`src/rtl/spike_rate_meter.sv`:
```
// spike_rate_meter: counts spike rising edges over a programmable window
// and presents each window's count through a valid/ready output register.
// Optional inter-spike-interval measurement when SPIKE_RATE_ISI_EN is defined.
//
// Ports:
//   clk, rst_n   clock, asynchronous active-low reset
//   en           measurement enable (low aborts the current window)
//   spike        neuron spike level, synchronous to clk
//   win_len      window length in cycles (0 behaves as 1)
//   rate         edge count of the last completed window
//   rate_sat     that count saturated
//   rate_valid   rate/rate_sat hold an unconsumed sample
//   rate_ready   consumer accepts the sample
//   overrun      sticky: a completed window was dropped (output full)
//   isi          last inter-spike interval (0 when the ISI feature is off)
module spike_rate_meter #(
    parameter int CNT_W = 8,
    parameter int WIN_W = 16
) (
    input  logic             clk,
    input  logic             rst_n,
    input  logic             en,
    input  logic             spike,
    input  logic [WIN_W-1:0] win_len,
    output logic [CNT_W-1:0] rate,
    output logic             rate_sat,
    output logic             rate_valid,
    input  logic             rate_ready,
    output logic             overrun,
    output logic [WIN_W-1:0] isi
);

    localparam logic [WIN_W-1:0] WONE = {{(WIN_W-1){1'b0}}, 1'b1};
    localparam logic [CNT_W-1:0] CONE = {{(CNT_W-1){1'b0}}, 1'b1};

    typedef enum logic {
        S_IDLE  = 1'b0,
        S_COUNT = 1'b1
    } state_e;

    state_e           state_q;
    logic             spike_q;
    logic [WIN_W-1:0] len_q;
    logic [WIN_W-1:0] wcnt_q;
    logic [CNT_W-1:0] scnt_q;
    logic             sat_q;
    logic [CNT_W-1:0] rate_q;
    logic             rate_sat_q;
    logic             rate_valid_q;
    logic             overrun_q;

    logic             rise;
    logic [WIN_W-1:0] len_d;
    logic             scnt_max;
    logic [CNT_W-1:0] scnt_d;
    logic             sat_d;
    logic             close;
    logic             load;

    assign rise     = spike & ~spike_q;
    assign len_d    = (win_len == '0) ? WONE : win_len;
    assign scnt_max = &scnt_q;

    // The closing cycle's own rise is folded into the sample.
    assign scnt_d = (rise && !scnt_max) ? scnt_q + CONE : scnt_q;
    assign sat_d  = sat_q | (rise & scnt_max);

    assign close = (state_q == S_COUNT) && en
                 && (wcnt_q == len_q - WONE);

    // A close may refill the register in the same cycle it is drained.
    assign load = close && (!rate_valid_q || rate_ready);

    always_ff @(posedge clk or negedge rst_n) begin
        if (!rst_n) begin
            state_q      <= S_IDLE;
            spike_q      <= 1'b0;
            len_q        <= WONE;
            wcnt_q       <= '0;
            scnt_q       <= '0;
            sat_q        <= 1'b0;
            rate_q       <= '0;
            rate_sat_q   <= 1'b0;
            rate_valid_q <= 1'b0;
            overrun_q    <= 1'b0;
        end else begin
            spike_q <= spike;

            if (load) begin
                rate_q       <= scnt_d;
                rate_sat_q   <= sat_d;
                rate_valid_q <= 1'b1;
            end else if (rate_valid_q && rate_ready) begin
                rate_valid_q <= 1'b0;
            end

            if (close && rate_valid_q && !rate_ready) begin
                overrun_q <= 1'b1;
            end

            if (!en) begin
                state_q <= S_IDLE;
                wcnt_q  <= '0;
                scnt_q  <= '0;
                sat_q   <= 1'b0;
            end else begin
                unique case (state_q)
                    S_IDLE: begin
                        len_q   <= len_d;
                        state_q <= S_COUNT;
                        wcnt_q  <= '0;
                        scnt_q  <= '0;
                        sat_q   <= 1'b0;
                    end
                    S_COUNT: begin
                        if (close) begin
                            len_q  <= len_d;
                            wcnt_q <= '0;
                            scnt_q <= '0;
                            sat_q  <= 1'b0;
                        end else begin
                            wcnt_q <= wcnt_q + WONE;
                            scnt_q <= scnt_d;
                            sat_q  <= sat_d;
                        end
                    end
                    default: state_q <= S_IDLE;
                endcase
            end
        end
    end

    assign rate       = rate_q;
    assign rate_sat   = rate_sat_q;
    assign rate_valid = rate_valid_q;
    assign overrun    = overrun_q;

`ifdef SPIKE_RATE_ISI_EN
    logic [WIN_W-1:0] icnt_q;
    logic [WIN_W-1:0] icnt_d;
    logic [WIN_W-1:0] isi_q;
    logic             armed_q;

    // Saturating "cycles since last rise, plus this one".
    assign icnt_d = (&icnt_q) ? icnt_q : icnt_q + WONE;

    always_ff @(posedge clk or negedge rst_n) begin
        if (!rst_n) begin
            icnt_q  <= '0;
            isi_q   <= '0;
            armed_q <= 1'b0;
        end else if (rise) begin
            if (armed_q) begin
                isi_q <= icnt_d;
            end
            armed_q <= 1'b1;
            icnt_q  <= '0;
        end else begin
            icnt_q <= icnt_d;
        end
    end

    assign isi = isi_q;
`else
    assign isi = '0;
`endif

endmodule

```
`config.mk`:
```
export PLATFORM = sky130hd
export DESIGN_NAME = spike_rate_meter
export DESIGN_NICKNAME = d
export VERILOG_FILES = /design/src/rtl/spike_rate_meter.sv
export SDC_FILE = /design/constraint.sdc
export NUM_CORES = 1
export LEC_CHECK = 0
export CORE_ASPECT_RATIO = 1.2
export CORE_MARGIN = 2
export CORE_UTILIZATION = 55
export CTS_CLUSTER_SIZE = 24
export DETAILED_ROUTE_END_ITERATION = 12
export GPL_TIMING_DRIVEN = 0
export PLACE_DENSITY_LB_ADDON = 0.15
export SLEW_MARGIN = 30
export SYNTH_ARGS = -nofsm -noshare
export SYNTH_HDL_FRONTEND = slang
export SYNTH_SLANG_ARGS = --single-unit
```
`constraint.sdc`:
```
create_clock -name clk -period 4.2 [get_ports clk]
set_input_delay 0.84 -clock clk [delete_from_list [all_inputs] [get_ports clk]]
set_output_delay 0.84 -clock clk [all_outputs]
set_load 0.03 [all_outputs]
```
# Yosys cells after proc, flatten, opt, wreduce, memory -nomap -nowiden
# Cells that the tools add are included.
# Widths: inputs -> output; s select.
# op_classes
multipliers,0
n_lt_le_gt_ge,0
div_mod_pow,0
n_addsub,3
bitwise_logic,5
eq_ne,2
n_shift,0
mux,16
reduce_logical,15
# ops
cell,count
$mux 16,4
$pmux 16 s2,2
$mux 8,3
$add 16x1->16 const B,1
$eq 16x16->1,1
$logic_not 16->1,1
$pmux 8 s2,1
$sub 16x1->16 const B,1
$add 8x1->8 const B,1
$reduce_and 8->1,1
$logic_and 1x1->1,7
$mux 1,5
$logic_not 1->1,3
$and 1x1->1,2
$ne 2x1->1 const B,1
$not 1->1,2
$pmux 1 s2,1
$reduce_and 2->1,1
$reduce_bool 2->1,1
$logic_or 1x1->1,1
$or 1x1->1,1
# totals
register_bits,54
latch_bits,0
n_memories,0
output_inout_bits,27
in_bits,21
mem_bits_ro,0
ram_bits,0

# Logic depth before layout (Yosys ltp)
# depth
ltp_word,7
depth_mapped,9
mapped_depth_nobuf,8

# Worst setup path before layout
# Ideal clock, no wire load.
# synth_timing
path_type,input-to-reg
start,input port en
end,register len_q[10]
t_arrival_ps,2897
cell_stages,8
setup_ps,66
required_time_ps,4134
path_slack_ps,1237
path_buffers,2
path_cell_list,clkbuf_1 > nand2_1 > nor3_1 > nand3_1 > or4_4 > o41ai_4 > buf_6 > a31o_1
# synth_via
elab_chain_len,4
# synth_lines
element,line,source
start: declaration,22,"input logic en,"
$logic_and 1x1->1,68,assign close = (state_q == S_COUNT) && en
$logic_and 1x1->1,69,&& (wcnt_q == len_q - WONE);
$ne 2x1->1 (no source line),--,
$reduce_and 2->1 (no source line) (*),--,
end signal: assignment,109,len_q <= len_d;
end signal: assignment,117,len_q <= len_d;
end: declaration,43,logic [WIN_W-1:0] len_q;
# Mark *: on every way between the ends. The rest lies on a longest branch, timed or not.
# A chain may end at the register's enable or synchronous reset.

# Worst setup path after layout
# layout_timing
start,input port en
end,register len_q[8]
# The elaborated chain is that of the path after synthesis.

==> results.py <==
metrics = {
    "layout": {
        "fin_nets": 422,
        "areaGrowthSynthToFinish_pct": 18.15,
        "fillCellCount": 516,
        "final_common_cell": "dfrtp_1",
        "layout-drive-gt1-share_pct": 12.53,
        "diodes": 0,
        "most-common-layout-cells": "dfrtp_1, nor3_1, nand2_1, clkdlybuf4s50_1, xnor2_1",
    },
    "worst_setup_path": {
        "critPathSlowestCell": "or4_4",
        "cp.arrival_ns": 3.79,
        "crit_start": "en",
        "critPathCaptureType": "flop",
        "r2r_slack_ns": 0.73,
        "crit_family": "simple AND/OR/NAND/NOR gates",
        "rr_startpoint": "len_q[1]$_DFFE_PN0P_",
        "startpoint_type": "input port",
        "path_class": "in -> reg",
        "crit_path_max_fanout": 10,
        "cp.required_ns": 4.46,
        "path_cells": "clkdlybuf4s50_1 > clkbuf_1 > nand2_1 > nor3_1 > nand3_1 > or4_4 > o41ai_4 > buf_6 > a31o_1",
        "cp.buffers_inverters": 3,
        "slowest_delay_ns": 0.55,
    },
    "sta": {
        "finalCritPeriodShare_pct": 84.11,
        "rsz0062_at_grt": "no",
        "max_slew_margin_pct": 42.88,
        "fin_tns_setup_ns": 0,
        "setup_viol": 0,
        "timing.fmax_ghz": 0.2831,
        "finClkSkew_ns": 0.008424,
        "hold_violations": 0,
        "worst_pin_slew_ns": 0.8351,
        "period_needed_ns": 3.533,
        "drv_slew": 0,
    },
    "outcome": {
        "status": "finished, final reports clean",
    },
    "global_route": {
        "grt.busiest_layer": "met2",
        "antenna_found_initial": 0,
        "grt_util_met3_pct": 4.622,
        "use_met2_pct": 41.55,
        "grt_first_pass_wirelength_um": 12050,
        "gr-usage-met1_pct": 27.17,
        "grt_max_degree": 35,
        "grt_pass1_vias": 2678,
        "gr-total-overflow": 0,
        "grt_usage_pct": 23.70,
    },
    "synth": {
        "synth_area_sq_um": 3322,
        "synth_compound_area_share_pct": 15.71,
        "synth_mux_area_share_pct": 3.315,
        "synth_ff_type": "dfrtp_1",
        "yosysSeqAreaShare_pct": 40.72,
        "synth_top_family_by_area": "simple AND/OR/NAND/NOR gates",
        "syn_avg_cell_area_sq_um": 9.657,
        "yosysWarnings": 0,
        "ys_ff_latch": 54,
        "synthSimpleGateAreaFrac_pct": 21.32,
        "netlist-cell-type-count": 54,
        "postSynthCellCount": 344,
        "synthXorXnorAreaFrac_pct": 10.02,
        "async_flop_share_pct": 100.0,
        "synth_edf_count": 0,
        "yosys.area_share.adder_pct": 1.130,
    },
    "die": {
        "core_sq_um": 5934,
        "initial_core_util_pct": 55.98,
        "num_rows": 31,
        "die_area_sq_um": 6680,
        "die_h_um": 89.14,
        "die_x_um": 74.95,
        "io-pin-count": 48,
    },
    "route": {
        "via_per_inst": 5.674,
        "vias": 2729,
        "wl_per_cell_um": 15.30,
        "drt-total-wl_um": 7360,
        "postRouteAntennaNets": 0,
        "drt_iter0_markers": 123,
        "drcViolationCount": 0,
        "drtPass1Iterations": 4,
    },
    "clock_tree": {
        "clkTransAtPathRegs_ns": 0.10,
        "cts_buffers": 5,
        "cts_sinks": 54,
        "cts-resized-gates": 0,
        "hold_buffers": 0,
        "clk_root_buffer_cell": "clkbuf_8",
        "clk_latency_ns": 0.32,
        "cts_setup_buffers": 0,
        "clockBufferDepth": 2,
        "cts_tree": "built",
        "cts-htree-levels": 2,
    },
    "power_and_ir_drop": {
        "powerDensity_nw_per_um2": 310.6,
        "p_leak_uw": 0.001660,
        "ir_drop_v": 0.0001673,
        "power_uw": 1219,
    },
    "placed_design": {
        "port_buffers": 31,
        "gp_congestion": 0.8920,
        "hpwlAfterDp_um": 5623,
    },
    "flow_run": {
        "drv_cap": 0,
    },
    "hold_path": {
        "holdCritPathClass": "in -> async",
    },
}
synth_stat cells (all sizes together), types with 5 or more instances:
| library cell | n | share of area, % |
|---|---|---|
| nand3 | 12 | 1.8 |
| a41oi | 17 | 4.5 |
| a31o | 18 | 4.7 |
| nor2 | 10 | 1.1 |
| xnor2 | 20 | 5.3 |
| clkbuf | 12 | 1.4 |
| mux2i | 11 | 3.3 |
| nand2 | 31 | 3.5 |
| nand4 | 6 | 1.1 |
| nor3 | 33 | 5.0 |
| nor4 | 10 | 2.8 |
| buf | 21 | 4.5 |
| dfrtp | 53 | 40 |
| xor2 | 18 | 4.7 |
| or3 | 5 | 1.2 |
| inv | 16 | 1.8 |
power breakdown:
part	internal [uW]	switching [uW]	leakage (uW)	total, uW
registers	545	37.0	0.000675	582
clock network	181	185	0.0000587	366
logic	116	156	0.000927	271
total	842	378	0.00166	1220
registers in the layout, summed over array words and instances (netlist names):
register / count
rate_valid: 1
rate_sat: 1
overrun: 1
state_q: 1
spike_q: 1
sat_q: 1
rate: 8
len_q: 16
wcnt_q: 16
scnt_q: 8
cell families after synthesis:
logic type | count (synthesis)
simple gates | 128
compound gates | 60
flops | 54
buf+inv | 49
xor+xnor | 38
mux | 11
fa+ha+maj | 3
other cells | 1
worst reg2reg max path: stages (launching register included):
cell and delay [ns]:
dfrtp_1 0.46, inv_1 0.09, ha_1 0.31, or4b_2 0.65
nor4_1 0.40, o211a_1 0.29, nor2_1 0.12, nor4_4 0.60
buf_2 0.34, nor3_1 0.08
path summary, 6_finish.rpt:
path                       cells after the start              endpoint
min                                            1  wcnt_q[11]$_DFF_PN0_
max                                            9  len_q[8]$_DFFE_PN0P_
max reg2reg                                    9   wcnt_q[5]$_DFF_PN0_
min in group clk                               1   overrun$_DFFE_PN0P_
min reg2reg                                    1   overrun$_DFFE_PN0P_
max in group asynchronous                      2  wcnt_q[15]$_DFF_PN0_
final cells by class:
type / instances / area (sq um) / share of cell area (%)
multi-input combinational: 256 / 1770 / 45.11
sequential: 54 / 1353 / 34.46
buffer: 33 / 195.2 / 4.973
tap: 82 / 102.6 / 2.614
clock inverter: 3 / 47.55 / 1.211
timing repair buffer: 32 / 327.8 / 8.352
clock buffer: 5 / 68.82 / 1.753
inverter: 16 / 60.06 / 1.530
layer usage:
metal / wire length [um] / up-vias / share of wire, %
li1: - / 1345 / -
met1: 3092 / 1313 / 42
met2: 3793 / 57 / 52
met3: 235 / 14 / 3.2
met4: 238 / 0 / 3.2
met5: 0 / - / 0
per-stage QoR:
| step | util [%] | instance area (sq um) | setup WS (ns) | hold slack (ns) | std cells |
|---|---|---|---|---|---|
| floorplan | - | 3378 | 1.237 | 0.4966 | 359 |
| global placement | 63.88 | 3791 | 0.3221 | 0.4520 | 472 |
| detailed placement | 64.18 | 3809 | 0.3397 | 0.4627 | 473 |
| CTS | 66.14 | 3925 | 0.6574 | 0.3996 | 481 |
| global route | 66.14 | 3925 | 0.4183 | 0.4026 | 481 |
| finish | 66.14 | 3925 | 0.6674 | 0.3970 | 481 |
No activity file was read; power rests on OpenSTA's default activity.
